## src/rtl/reqack_arb.sv

```systemverilog
// Round-robin arbiter that lets N toggle-handshake requesters share one resource.
// The resource is driven by a single-cycle start pulse and signals completion with done.
module reqack_arb #(
  parameter int N    = 4,
  parameter int SELW = 2
) (
  input  logic            clk,
  input  logic            reset,
  input  logic [N-1:0]    req,
  output logic [N-1:0]    ack,
  output logic [N-1:0]    pending,
  output logic [N-1:0]    grant,
  output logic [SELW-1:0] sel,
  output logic            start,
  input  logic            done,
  output logic            busy
);

  typedef enum logic [1:0] {IDLE, START, WAIT, ACK} stateT;

  localparam logic [SELW-1:0] LastInit = SELW'(N - 1);

  stateT           r_state;
  stateT           w_nextState;
  logic [N-1:0]    r_sync1;
  logic [N-1:0]    r_sync2;
  logic [N-1:0]    r_ack;
  logic [N-1:0]    r_pending;
  logic [SELW-1:0] r_sel;
  logic [SELW-1:0] r_last;
  logic [N-1:0]    w_selOneHot;
  logic            w_found;
  logic [SELW-1:0] w_winSel;
  logic [SELW-1:0] w_idx;

  assign w_selOneHot = {{(N-1){1'b0}}, 1'b1} << r_sel;

  always_ff @(posedge clk) begin
    if (reset) begin
      r_state <= IDLE;
    end else begin
      r_state <= w_nextState;
    end
  end

  // A pending flag is raised while the synchronised request differs from the ack.
  // Flipping the ack therefore retires exactly one request.
  always_ff @(posedge clk) begin
    if (reset) begin
      r_sync1   <= '0;
      r_sync2   <= '0;
      r_ack     <= '0;
      r_pending <= '0;
      r_sel     <= '0;
      r_last    <= LastInit;
    end else begin
      r_sync1   <= req;
      r_sync2   <= r_sync1;
      r_pending <= r_sync2 ^ r_ack;
      if (r_state == IDLE && w_found) begin
        r_sel <= w_winSel;
      end
      if (r_state == WAIT && done) begin
        r_ack  <= r_ack ^ w_selOneHot;
        r_last <= r_sel;
      end
    end
  end

  // The scan starts just after the last winner and wraps modulo N.
  // This makes the most recently served channel the lowest priority.
  always_comb begin
    w_found  = 1'b0;
    w_winSel = '0;
    w_idx    = '0;
    for (int i = 1; i <= N; i++) begin
      w_idx = SELW'((int'(r_last) + i) % N);
      if (!w_found && r_pending[w_idx]) begin
        w_found  = 1'b1;
        w_winSel = w_idx;
      end
    end
  end

  always_comb begin
    w_nextState = r_state;
    start       = 1'b0;
    grant       = '0;
    case (r_state)
      IDLE:  if (w_found) w_nextState = START;
      START: begin
        start       = 1'b1;
        grant       = w_selOneHot;
        w_nextState = WAIT;
      end
      WAIT: begin
        grant = w_selOneHot;
        if (done) w_nextState = ACK;
      end
      ACK:     w_nextState = IDLE;
      default: w_nextState = IDLE;
    endcase
  end

  assign ack     = r_ack;
  assign pending = r_pending;
  assign sel     = r_sel;
  assign busy    = (r_state != IDLE);

endmodule
```

## config.mk

```make
export PLATFORM = sky130hd
export DESIGN_NAME = reqack_arb
export DESIGN_NICKNAME = d
export VERILOG_FILES = /design/src/rtl/reqack_arb.sv
export SDC_FILE = /design/constraint.sdc
export NUM_CORES = 1
export LEC_CHECK = 0
export BUFFER_PORTS_ARGS = -buffer_cell sky130_fd_sc_hd__clkbuf_2
export CORE_MARGIN = 2
export CORE_UTILIZATION = 50
export CTS_CLUSTER_DIAMETER = 80
export CTS_CLUSTER_SIZE = 24
export DETAILED_ROUTE_END_ITERATION = 12
export HOLD_SLACK_MARGIN = 0.03
export PLACE_DENSITY = 0.86
export SLEW_MARGIN = 20
export SYNTH_ARGS = -nofsm -noshare
export SYNTH_HDL_FRONTEND = slang
export SYNTH_SLANG_ARGS = --single-unit
export TNS_END_PERCENT = 10
```

## constraint.sdc

```tcl
create_clock -name clk -period 4 [get_ports clk]
set_input_delay 0.8 -clock clk [delete_from_list [all_inputs] [get_ports clk]]
set_output_delay 0.8 -clock clk [all_outputs]
set_load 0.02 [all_outputs]
```

==> key figures <==
Status
  • Status: finished clean

CTS
  • TritonCTS Buffers: 3
  • Clock buffer depth: 2
  • Clk_lat worst skew: 310 ps
  • Hold_buf cts: 0
  • # resized after CTS: 0
  • CTS H-tree depth: 1
  • Num Clock Sinks: 22
  • CTS tree: built
  • Clk pin slew, worst setup/hold paths: 120 ps
  • CTS Root Cell: clkbuf_4
  • Post-CTS setup buffers: 0

Synthesis
  • Cell count after synthesis: 99
  • #FFs+latches synth: 22
  • Syn Area/Cell: 9.68 um2
  • Synth warn: 0
  • FFs w/ async S/R, synth: 0
  • Distinct cells, synth: 31
  • Synth Cell Area: 958 um2
  • Prevailing post-synth register cell: dfxtp_1
  • Register area share after synthesis: 0.460
  • Post-synth EDFFs: 0
  • Post-synthesis net count: 110

Detailed routing
  • Remaining antenna violation count: 0
  • WL final: 1.76 mm
  • Remaining DRCs: 0
  • Drt pass-1 iters: 4
  • Initial DRC count: 11
  • Drt wl/cell: 11.9 um
  • Vias per cell: 5.02
  • Routed vias: 738

Critical path
  • WP data arrival: 1550 ps
  • Crit path capture type: output port
  • Crit Path Class: flip-flop to output port
  • Startpoint type of the worst setup path: flip-flop
  • Crit-path max FO: 5
  • Worst endpoint required time: 3200 ps

Placed design
  • PortBufs: 22
  • GPL Wtd Cong: 0.763
  • Area after DPL: 1080 um2
  • Detailed placement HPWL: 1.20 mm
  • Placed Cells: 143

Global route
  • Grt ovf: 0
  • Initial antenna violation count: 0
  • Global-route wire length before repair: 2.82 mm
  • Gr usage total: 0.178
  • Largest net degree at the start of global routing: 24
  • Vias in the first global route: 690

Final layout
  • Final Instance Count excl. Fillers: 147
  • Layout area overhead: 18.1%
  • Fillers: 155
  • Fraction of layout cells with a size suffix above 1: 0.262
  • Final layout net count: 134
  • Final Instance Area: 1130 um2
  • Antenna diode count: 0

Timing
  • Final Critical Period: 2350 ps
  • Fmax: 426 MHz
  • Relative slew slack: 0.694
  • Final Max Tran Viols: 0
  • Clock skew: 5.49 ps
  • Tcrit/Tclk final: 0.587
  • Final setup fails: 0
  • Worst-margin pin slew: 458 ps
  • Final hold vios: 0
  • Setup TNS: 0 ps
  • Worst hold margin: 453 ps
  • Unrepaired setup endpoints after global routing: no

Pwr
  • PwrDens: 594 nW/um2
  • Pleak: 0.502 nW
  • Worst VDD drop: 0.314 mV

Worst hold path
  • Hold/Removal Path Class: flip-flop to flip-flop

Floorplan
  • Boundary Pins: 23
  • DIE AREA: 2280 um2
  • Initial Util: 0.543
  • Die H: 47.8 um
  • Core area: 1760 um2
  • Chip width: 47.8 um
  • Std-Cell Rows: 15

Run
  • Max Cap Viol: 0
[cell type report]
class                   instances  area (um2)  share of cell area
repair buffers                 22         110              0.0972
clock inverters                 1        30.0              0.0265
multi-input cells              71         487               0.430
well taps                      25        31.3              0.0276
flip-flops and latches         22         440               0.389
clock buffers                   3        22.5              0.0199
inverters                       3        11.3             0.00994
[flip-flops by register name, summed over array words and instances (netlist names)]
register  cells
r_state       2
r_sync1       4
r_sync2       4
sel           2
pending       4
r_last        2
ack           4
[critical path: stages (launching register included)]
cell	delay, ps
dfxtp_1	400
inv_1	90
ha_1	340
nor3b_1	200
clkbuf_2	200
[logic make-up after synthesis]
kind of cell               after synthesis  synth area share
and+or+nand+nor                         44             0.264
muxes                                    1            0.0104
xor gates and xnor gates                 8            0.0731
adders and majority gates                4            0.0522
DFF                                     22             0.460
buffers and inverters                    6            0.0326
AOI/OAI and AO/OA                       14             0.108
[stage by stage]
step | power (W) | util | setup slack, ps
after floorplan | 0.000443 | - | 1940
after global placement | 0.000493 | 0.612 | 2100
after detailed placement | 0.000503 | 0.612 | 2040
after CTS | 0.000679 | 0.642 | 1660
after global routing | 0.000715 | 0.642 | 1560
final | 0.000672 | 0.642 | 1650
[power by group]
part | internal (W) | switching, W | leakage [nW]
logic | 0.0000923 | 0.000134 | 0.294
clock network | 0.000101 | 0.0000675 | 0.0279
registers | 0.000245 | 0.0000322 | 0.180
total | 0.000438 | 0.000234 | 0.502
[path summary, 6_finish.rpt]
| kind | start | end | slack [ps] | cells after the start |
|---|---|---|---|---|
| max | r_state[0] | grant[0] | 1650 | 4 |
| min | r_sync1[1] | r_sync2[1] | 450 | 1 |
| max reg2reg | r_state[0] | r_state[1] | 2490 | 6 |
| min reg2reg | r_sync1[1] | r_sync2[1] | 450 | 1 |
[cell usage in the layout (no fill, tap or decap), drive strengths merged, types with 2 or more instances in the layout]
master  netlist  layout
nor3          2       2
xor2          2       2
clkbuf        2      25
a21oi         5       5
and3          2       2
ha            4       4
inv           3       3
nor3b         2       2
dfxtp        22      22
nor2b        10      10
nand2b        3       3
and3b         2       2
o21ai         2       2
nand2         8       8
nor2         12      12
nand3b        2       2
xnor2         6       6
[synthesized netlist by cell type (all sizes together), types with 2 or more instances]
master | count | area share
dfxtp | 22 | 0.46
nor2 | 12 | 0.047
nor2b | 10 | 0.065
nand2 | 8 | 0.034
xnor2 | 6 | 0.055
a21oi | 5 | 0.030
ha | 4 | 0.052
inv | 3 | 0.012
nand2b | 3 | 0.022
and3 | 2 | 0.013
and3b | 2 | 0.018
clkbuf | 2 | 0.0091
nand3b | 2 | 0.016
nor3 | 2 | 0.010
nor3b | 2 | 0.016
o21ai | 2 | 0.010
xor2 | 2 | 0.018
[per-layer routing]
metal	global-route usage	part of all wire
met1	0.207	0.44
met2	0.304	0.50
met3	0.0340	0.043
met4	0.0973	0.014
met5	0	0
Power figures use the tool's default switching activity.
